==> src/rtl/lin2log_converter.sv <==
// Linear-to-log2 front end for the shift-based log-domain adder.
// A signed fixed-point sample becomes a sign bit plus a signed log2 magnitude. The
// log uses the Mitchell approximation: the exponent is the leading-one position,
// and the fraction is the mantissa bits below that leading one.
// There are three pipeline stages: sign/magnitude, leading-one detect, assemble.
// All stages share one enable, so bubbles stay where they are.
module lin2log_converter #(
  parameter int unsigned IN_W     = 16,
  parameter int unsigned IN_FRAC  = 8,
  parameter int unsigned LOG_W    = 18,
  parameter int unsigned LOG_FRAC = 9
) (
  input  logic             clk,
  input  logic             rst_n,
  input  logic [IN_W-1:0]  in_data,
  input  logic             in_valid,
  output logic             in_ready,
  output logic [LOG_W-1:0] out_log,
  output logic             out_sign,
  output logic             out_zero,
  output logic             out_valid,
  input  logic             out_ready
);

  localparam int unsigned PosW  = $clog2(IN_W);
  // The mantissa is widened by LOG_FRAC zero bits.
  // Small exponents then still fill every fraction bit after normalisation.
  localparam int unsigned NormW = IN_W + LOG_FRAC;
  // Zero input maps to the most negative log code. The adder treats it as -infinity.
  localparam logic [LOG_W-1:0] NegInf = {1'b1, {(LOG_W-1){1'b0}}};

  // Shared pipeline enable. The last stage is either empty or being drained.
  logic en;

  // Stage 1 registers: sign, magnitude, zero flag.
  logic            s1_valid_q;
  logic            s1_sign_q,  s1_sign_d;
  logic [IN_W-1:0] s1_mag_q,   s1_mag_d;
  logic            s1_zero_q,  s1_zero_d;

  // Stage 2 registers: stage 1 data plus the leading-one position.
  logic            s2_valid_q;
  logic            s2_sign_q;
  logic            s2_zero_q;
  logic [IN_W-1:0] s2_mag_q;
  logic [PosW-1:0] s2_pos_q,   s2_pos_d;

  // Stage 3 (output) registers.
  logic             out_valid_q;
  logic [LOG_W-1:0] out_log_q,  out_log_d;
  logic             out_sign_q;
  logic             out_zero_q;

  // Stage 3 combinational intermediates.
  logic [NormW-1:0]    norm;
  logic [LOG_FRAC-1:0] frac;
  logic [LOG_W-1:0]    exp_k;

  // Handshake: the pipeline moves unless a result is held waiting for downstream.
  always_comb begin
    en       = !out_valid_q || out_ready;
    in_ready = en;
  end

  // Stage 1: split the sign from the magnitude.
  // Two's-complement negation of the most negative input wraps to 2^(IN_W-1).
  // That value is the correct unsigned magnitude.
  always_comb begin
    s1_sign_d = in_data[IN_W-1];
    s1_mag_d  = s1_sign_d ? (~in_data + IN_W'(1)) : in_data;
    s1_zero_d = (in_data == '0);
  end

  // Stage 2: find the leading one. The highest set bit wins.
  // The result is unused when the magnitude is zero.
  always_comb begin
    s2_pos_d = '0;
    for (int i = 0; i < IN_W; i++) begin
      if (s1_mag_q[i]) begin
        s2_pos_d = PosW'(i);
      end
    end
  end

  // Stage 3: normalise the leading one to the top bit.
  // The next LOG_FRAC bits become the fraction, truncated with no rounding.
  always_comb begin
    norm      = {s2_mag_q, {LOG_FRAC{1'b0}}} << (PosW'(IN_W - 1) - s2_pos_q);
    frac      = norm[NormW-2 -: LOG_FRAC];
    // The exponent is unbiased by the input's fraction width; modulo-2^LOG_W math keeps it signed.
    exp_k     = LOG_W'(s2_pos_q) - LOG_W'(IN_FRAC);
    out_log_d = s2_zero_q ? NegInf : ((exp_k << LOG_FRAC) | LOG_W'(frac));
  end

  // Pipeline registers. All stages advance together on en and are cleared by reset.
  always_ff @(posedge clk or negedge rst_n) begin
    if (!rst_n) begin
      s1_valid_q  <= 1'b0;
      s1_sign_q   <= 1'b0;
      s1_mag_q    <= '0;
      s1_zero_q   <= 1'b0;
      s2_valid_q  <= 1'b0;
      s2_sign_q   <= 1'b0;
      s2_zero_q   <= 1'b0;
      s2_mag_q    <= '0;
      s2_pos_q    <= '0;
      out_valid_q <= 1'b0;
      out_log_q   <= '0;
      out_sign_q  <= 1'b0;
      out_zero_q  <= 1'b0;
    end else if (en) begin
      s1_valid_q  <= in_valid;
      s1_sign_q   <= s1_sign_d;
      s1_mag_q    <= s1_mag_d;
      s1_zero_q   <= s1_zero_d;
      s2_valid_q  <= s1_valid_q;
      s2_sign_q   <= s1_sign_q;
      s2_zero_q   <= s1_zero_q;
      s2_mag_q    <= s1_mag_q;
      s2_pos_q    <= s2_pos_d;
      out_valid_q <= s2_valid_q;
      out_log_q   <= out_log_d;
      out_sign_q  <= s2_sign_q;
      out_zero_q  <= s2_zero_q;
    end
  end

  // Drive the output ports from the stage 3 registers.
  always_comb begin
    out_valid = out_valid_q;
    out_log   = out_log_q;
    out_sign  = out_sign_q;
    out_zero  = out_zero_q;
  end

endmodule

==> config.mk <==
export PLATFORM = sky130hd
export DESIGN_NAME = lin2log_converter
export DESIGN_NICKNAME = d
export VERILOG_FILES = /design/src/rtl/lin2log_converter.sv
export SDC_FILE = /design/constraint.sdc
export NUM_CORES = 1
export LEC_CHECK = 0
export CORE_MARGIN = 5
export CORE_UTILIZATION = 60
export CTS_BUF_LIST = sky130_fd_sc_hd__clkbuf_8
export DETAILED_ROUTE_END_ITERATION = 7
export GPL_TIMING_DRIVEN = 0
export PLACE_DENSITY_LB_ADDON = 0.08
export SETUP_SLACK_MARGIN = 0.02
export SLEW_MARGIN = 15
export SYNTH_ARGS = -nofsm -noshare
export SYNTH_HDL_FRONTEND = slang
export SYNTH_SLANG_ARGS = --single-unit
export TNS_END_PERCENT = 50
==> constraint.sdc <==
create_clock -name clk -period 3.04 [get_ports clk]
set_input_delay 0.76 -clock clk [delete_from_list [all_inputs] [get_ports clk]]
set_output_delay 0.76 -clock clk [all_outputs]
set_load 0.005 [all_outputs]
==> flow_metrics.tcl, run 1 <==
set metrics [dict create \
    die_h_um 81.4 \
    arrival_ps 2200 \
    via_per_inst 5.64 \
    grt_overflow 0 \
    vias 2627 \
    syn_inst 340 \
    finish.utilization_pct 74.9 \
    min_period_ps 2960 \
    drtAntennaViolNets 0 \
    firstDrtPassIters 4 \
    path_common_cell "clkdlybuf4s50_1" \
    seqPwrFrac_pct 37.5 \
    io_buffers 41 \
    syn_avg_cell_area_sq_um 9.00 \
    path_clk_slew_ps 70 \
    leakage_nw 1.71 \
    drtIter0Drc 176 \
    row_count 26 \
    syn2layout_area_growth_pct 23.4 \
    r2r_setup_slack_ps 1070 \
    cp_slowest_cell "clkdlybuf4s50_1" \
    rsz0062_at_grt "false" \
    ys.flop_type "dfrtp_1" \
    startpoint_type "input port" \
    dp_hpwl_um 5330 \
    cts_sinks 58 \
    place_congestion 0.879 \
    worst_clock_skew_ps 14.3 \
    hp-class "in2async" \
    rr_worst_depth 7 \
    swShare_pct 38.0 \
    grt_pass1_vias 2515 \
    syn_area_sq_um 3060 \
    htree_num_levels 3 \
    ys_ff_latch 58 \
    holdBufCountCts 0 \
    fmax_mhz 338 \
    synth-edff-count 0 \
    ios 42 \
    fillers 378 \
    setup_slack_ps 80.2 \
    critPathRequiredTime_ps 2280 \
    grt_first_pass_wirelength_um 12000 \
    nets 412 \
    critPathMaxFanout 18 \
    cts_buffer_depth 2 \
    tightest_slew_ps 695 \
    grt_max_degree 59 \
    slowest_delay_ps 510 \
    grt_usage_pct 24.3 \
    yosysWarnings 0 \
    start_util_pct 60.7 \
    wl_per_cell_um 15.6 \
    relSlewSlack_pct 53.7 \
    cts_root_buffer "clkbuf_8" \
    n_antenna_cell 0 \
    cp_cell_sequence "clkdlybuf4s50_1 > nor2b_1 > buf_4 > clkinv_8 > buf_6 > clkdlybuf4s50_1" \
    cts_setup_buffers 0 \
    setup-violations-final 0 \
    status "finished clean" \
    cts_tree "built" \
    combPwrFrac_pct 40.9 \
    clk_latency_ps 350 \
    crit_type "in2out" \
    ys_seq_area_share_pct 47.4 \
    antenna_found_initial 0 \
    core_region_area_sq_um 5040 \
    die-area_sq_um 6630 \
    p_int_w 0.00207 \
    slew_violations 0 \
    critical_path.endpoint_type "output pin" \
    power.share.clock_pct 21.7 \
    drive_gt1_share_pct 10.1 \
    yosysUniqueCellTypes 48 \
    async_flop_share_pct 100 \
    cts_made_buffers 9 \
    hold_viol_final 0 \
    maxCapViolCount 0 \
    p_per_area_nw_per_um2 883 \
    routed_wl_um 7260 \
    p_switching_w 0.00127 \
    fin_crit_sh_pct 97.4 \
    die_w_um 81.4 \
    preCtsSetupSlack_ps -937 \
    synth_fp_nets 361 \
    vdd_drop_max_mv 0.500 \
    drc_errors 0 \
]
-- per-layer routing --
| metal | part of all wire [%] | vias up | global-route usage (%) |
|---|---|---|---|
| li1 | - | 1279 | - |
| met1 | 42 | 1250 | 29.1 |
| met2 | 50 | 87 | 41.4 |
| met3 | 6.5 | 11 | 6.87 |
| met4 | 1.4 | 0 | 8.78 |
| met5 | 0 | - | 0 |
-- sequential cells by signal (all words and copies together) (netlist names), 4 cells and up --
signal    flops
s1_mag_q     16
s2_pos_q      4
s2_mag_q     15
out_log      14
-- timing repair --
| action | 4_1_cts | 5_1_grt |
|---|---|---|
| endpoints found under the setup margin | 1 | 1 |
| gates resized for setup | 8 | 1 |
| pin swaps | 0 | 0 |
-- cell families after synthesis --
kind of cell	count (synthesis)	synth area share, %
xor gates and xnor gates	13	3.72
AOI/OAI and AO/OA	70	14.8
muxes	25	8.71
and+or+nand+nor	145	20.7
buffers and inverters	28	4.17
DFF	58	47.4
adders and majority gates	1	0.409
-- power groups by stage --
stage	clock, W	sequential [W]	combinational [W]
after floorplan	0	0.00122	0.000857
after global placement	0	0.00125	0.00133
after detailed placement	0	0.00126	0.00135
after CTS	0.000727	0.00124	0.00137
after global routing	0.000769	0.00129	0.00150
final	0.000722	0.00125	0.00136
-- cell usage in the layout, fill, tap and decap left out, types with 4 or more instances in the layout --
master / n
nor2b_1: 4
nor2_1: 22
clkdlybuf4s50_1: 40
nand3_1: 4
clkbuf_1: 10
a21oi_1: 9
o21ai_0: 26
clkbuf_8: 9
mux2i_1: 21
nand2_1: 95
buf_4: 7
a31oi_1: 6
dfrtp_1: 58
xor2_1: 12
o31ai_1: 7
-- critical path, delay by kind of cell --
kind	cells	cell delay (ps)
buffers and inverters	5	1400
AND/OR/NAND/NOR	1	40
-- through the flow --
stage / TNS (ps) / total power, W / hold slack [ps] / area [sq um] / std cells
finish: 0 / 0.00333 / 441 / 3780 / 466
global route: 0 / 0.00356 / 495 / 3780 / 466
CTS: 0 / 0.00334 / 472 / 3780 / 466
detailed placement: -937 / 0.00260 / 454 / 3550 / 451
global placement: -30440 / 0.00258 / 443 / 3560 / 451
floorplan: 0 / 0.00207 / 430 / 3060 / 340
-- synth_stat cells (2+ instances only) --
library cell	n	area, sq um
nand2_1	95	357
dfrtp_1	58	1450
o21ai_0	26	130
nor2_1	22	82.6
mux2i_1	21	210
clkbuf_1	12	45.0
xor2_1	12	105
a21oi_1	9	45.0
o31ai_1	7	52.6
a31oi_1	6	37.5
buf_4	5	37.5
nand3_1	4	20.0
nor2b_1	4	25.0
a211oi_1	3	22.5
and3_1	3	18.8
buf_2	3	15.0
inv_1	3	11.3
mux2_2	3	33.8
nand2b_1	3	18.8
nor3_1	3	15.0
o41ai_1	3	26.3
a221o_1	2	20.0
a22oi_1	2	15.0
and2_1	2	12.5
buf_1	2	7.51
clkinv_1	2	7.51
nand3b_1	2	15.0
nor4_1	2	12.5
or4_4	2	22.5
-- final cells by class --
type | count | area, sq um | area share, %
buffer | 21 | 113 | 2.98
clock buffer | 9 | 124 | 3.28
clock inverter | 7 | 77.6 | 2.05
inverter | 6 | 35.0 | 0.928
multi-input combinational | 254 | 1480 | 39.2
sequential | 58 | 1450 | 38.4
tap | 70 | 87.6 | 2.32
timing repair buffer | 41 | 408 | 10.8
-- worst paths after layout --
path	startpoint	end
worst max register to register	s2_pos_q[0]	out_log[6]
worst max-delay path	out_ready	in_ready
min in group clk	out_zero	out_zero
worst min-delay path	rst_n	out_log[0]
worst min register to register	out_zero	out_zero
max in group asynchronous	rst_n	s1_mag_q[10]
Power figures use the tool's default switching activity.
==> inputs of run 2 (changes only) <==
Settings changed: CELL_PAD_IN_SITES_DETAIL_PLACEMENT from default to 0, CELL_PAD_IN_SITES_GLOBAL_PLACEMENT from default to 1, CORE_UTILIZATION 60 to 46.
==> run 2 against run 1 <==
Worst hold slack better by 20 ps. Sequential cell count is the same. Via count is 1.7% lower. Global-route usage fell by 5.2 points. Clock power is 8.3% higher. Sequential share of layout area down 0.55 points. Critical path depth unchanged. Register-to-register slack worse by 20 ps. Largest power group unchanged. Highest routed layer unchanged.
==> flow_metrics.tcl, run 2 (same netlist as run 1, synthesis figures left out) <==
set metrics [dict create \
    critPathRequiredTime_ps 2280 \
    finish.utilization_pct 59.7 \
    p_switching_w 0.00124 \
    hold-path-cell-count 2 \
    vdd_drop_max_mv 0.320 \
    hold_start "s2_valid_q" \
    place_congestion 0.897 \
    drtIter0Drc 109 \
    n_antenna_cell 0 \
    rsz0062_at_grt "false" \
    die_h_um 91.6 \
    cts_sinks 58 \
    relSlewSlack_pct 51.9 \
    cts_made_buffers 9 \
    status "finished clean" \
    critPathMaxFanout 18 \
    htree_num_levels 3 \
    die_w_um 91.6 \
    core_region_area_sq_um 6420 \
    syn2layout_area_growth_pct 25.2 \
    arrival_ps 2180 \
    setup-violations-final 0 \
    grt_first_pass_wirelength_um 12700 \
    vias 2582 \
    rr_worst_depth 7 \
    cts_buffer_depth 2 \
    cp_slowest_cell "clkdlybuf4s50_1" \
    grt_pass1_vias 2492 \
    routed_wl_um 7550 \
    ios 42 \
    fillers 611 \
    power.share.clock_pct 22.9 \
    path_clk_slew_ps 70 \
    crit_start "out_ready" \
    rr_startpoint "s2_pos_q[0]" \
    firstDrtPassIters 4 \
    grt_overflow 0 \
    antenna_found_initial 0 \
    worst_clock_skew_ps 5.79 \
    dp_hpwl_um 5510 \
    largest_register "s1_mag_q" \
    grt_usage_pct 19.1 \
    cp_cell_sequence "clkdlybuf4s50_1 > nor2b_2 > buf_6 > clkinv_8 > buf_6 > clkdlybuf4s50_1" \
    min_period_ps 2940 \
    clk_latency_ps 330 \
    final_cells 476 \
    seqPwrFrac_pct 36.7 \
    grt_max_degree 59 \
    crit_type "in2out" \
    io_buffers 41 \
    wl_per_cell_um 15.9 \
    start_util_pct 47.6 \
    tightest_slew_ps 722 \
    drc_errors 0 \
    via_per_inst 5.42 \
    p_int_w 0.00218 \
    fin_crit_sh_pct 96.8 \
    combPwrFrac_pct 40.4 \
    cts_tree "built" \
    drive_gt1_share_pct 10.8 \
    maxCapViolCount 0 \
    swShare_pct 36.3 \
    die-area_sq_um 8380 \
    placed_cells 458 \
    critical_path.endpoint_type "output pin" \
    drtAntennaViolNets 0 \
    slowest_delay_ps 520 \
    row_count 29 \
    hp-class "reg2reg" \
    path_depth 6 \
    cts_root_buffer "clkbuf_8" \
    layout_common_cells "nand2_1, dfrtp_1, clkdlybuf4s50_1" \
    final_common_cell "nand2_1" \
    leakage_nw 1.75 \
    path_buf_inv 5 \
    hold_viol_final 0 \
    critPathTopFamily "buffers and inverters" \
    nets 415 \
    largest_reg_flops 16 \
    startpoint_type "input port" \
    p_per_area_nw_per_um2 892 \
    slew_violations 0 \
    fmax_mhz 340 \
]
==> run 2: stage by stage <==
stage	hold WS, ps	area (sq um)	total power (W)	TNS, ps	setup slack, ps
global placement	443	3570	0.00260	-34910	-970
detailed placement	451	3560	0.00262	-979	-979
CTS	466	3800	0.00342	0	31.4
floorplan	430	3060	0.00207	0	575
finish	461	3830	0.00342	0	96.9
global route	487	3830	0.00367	0	31.3
==> run 2: path summary, 6_finish.rpt <==
path	end	slack [ps]
worst max-delay path	in_ready	100
worst min-delay path	s2_valid_q	460
worst max register to register	out_log[8]	1050
worst min register to register	s2_valid_q	460
max in group asynchronous	s2_mag_q[8]	2070
min in group asynchronous	out_log[16]	470
==> run 2: timing repair <==
item,4_1_cts,5_1_grt
setup endpoints to repair,1,1
pin swaps,0,0
hold buffers,0,0
setup buffers,0,3
gates resized for setup,8,3
==> run 2: power by group through the flow <==
stage	registers (W)	logic (W)	clock network [W]
after floorplan	0.00122	0.000857	0
after global routing	0.00130	0.00154	0.000831
final	0.00126	0.00138	0.000782
after detailed placement	0.00127	0.00135	0
after global placement	0.00126	0.00134	0
after CTS	0.00126	0.00136	0.000794
==> run 2: layer usage <==
| metal | vias to the layer above | GRT usage, % | share of wire [%] |
|---|---|---|---|
| li1 | 1282 | - | - |
| met1 | 1204 | 25.7 | 45 |
| met2 | 80 | 29.9 | 47 |
| met3 | 16 | 2.89 | 5.5 |
| met4 | 0 | 9.67 | 2.4 |
| met5 | - | 0 | 0 |
==> run 2: cell type report <==
type | count | area (sq um) | area share, %
clock buffers | 10 | 138 | 3.59
plain buffers | 21 | 116 | 3.04
multi-input cells | 254 | 1480 | 38.7
well taps | 77 | 96.3 | 2.51
flip-flops and latches | 58 | 1450 | 37.9
clock inverters | 6 | 81.3 | 2.12
repair buffers | 44 | 430 | 11.2
inverters | 6 | 35.0 | 0.914
==> run 2: worst reg2reg max path: stages (launching register included) <==
cell,delay (ps)
dfrtp_1,320
buf_2,230
buf_2,340
mux2i_1,280
mux2i_1,140
o21ai_0,170
o21ai_0,140
a31o_2,260
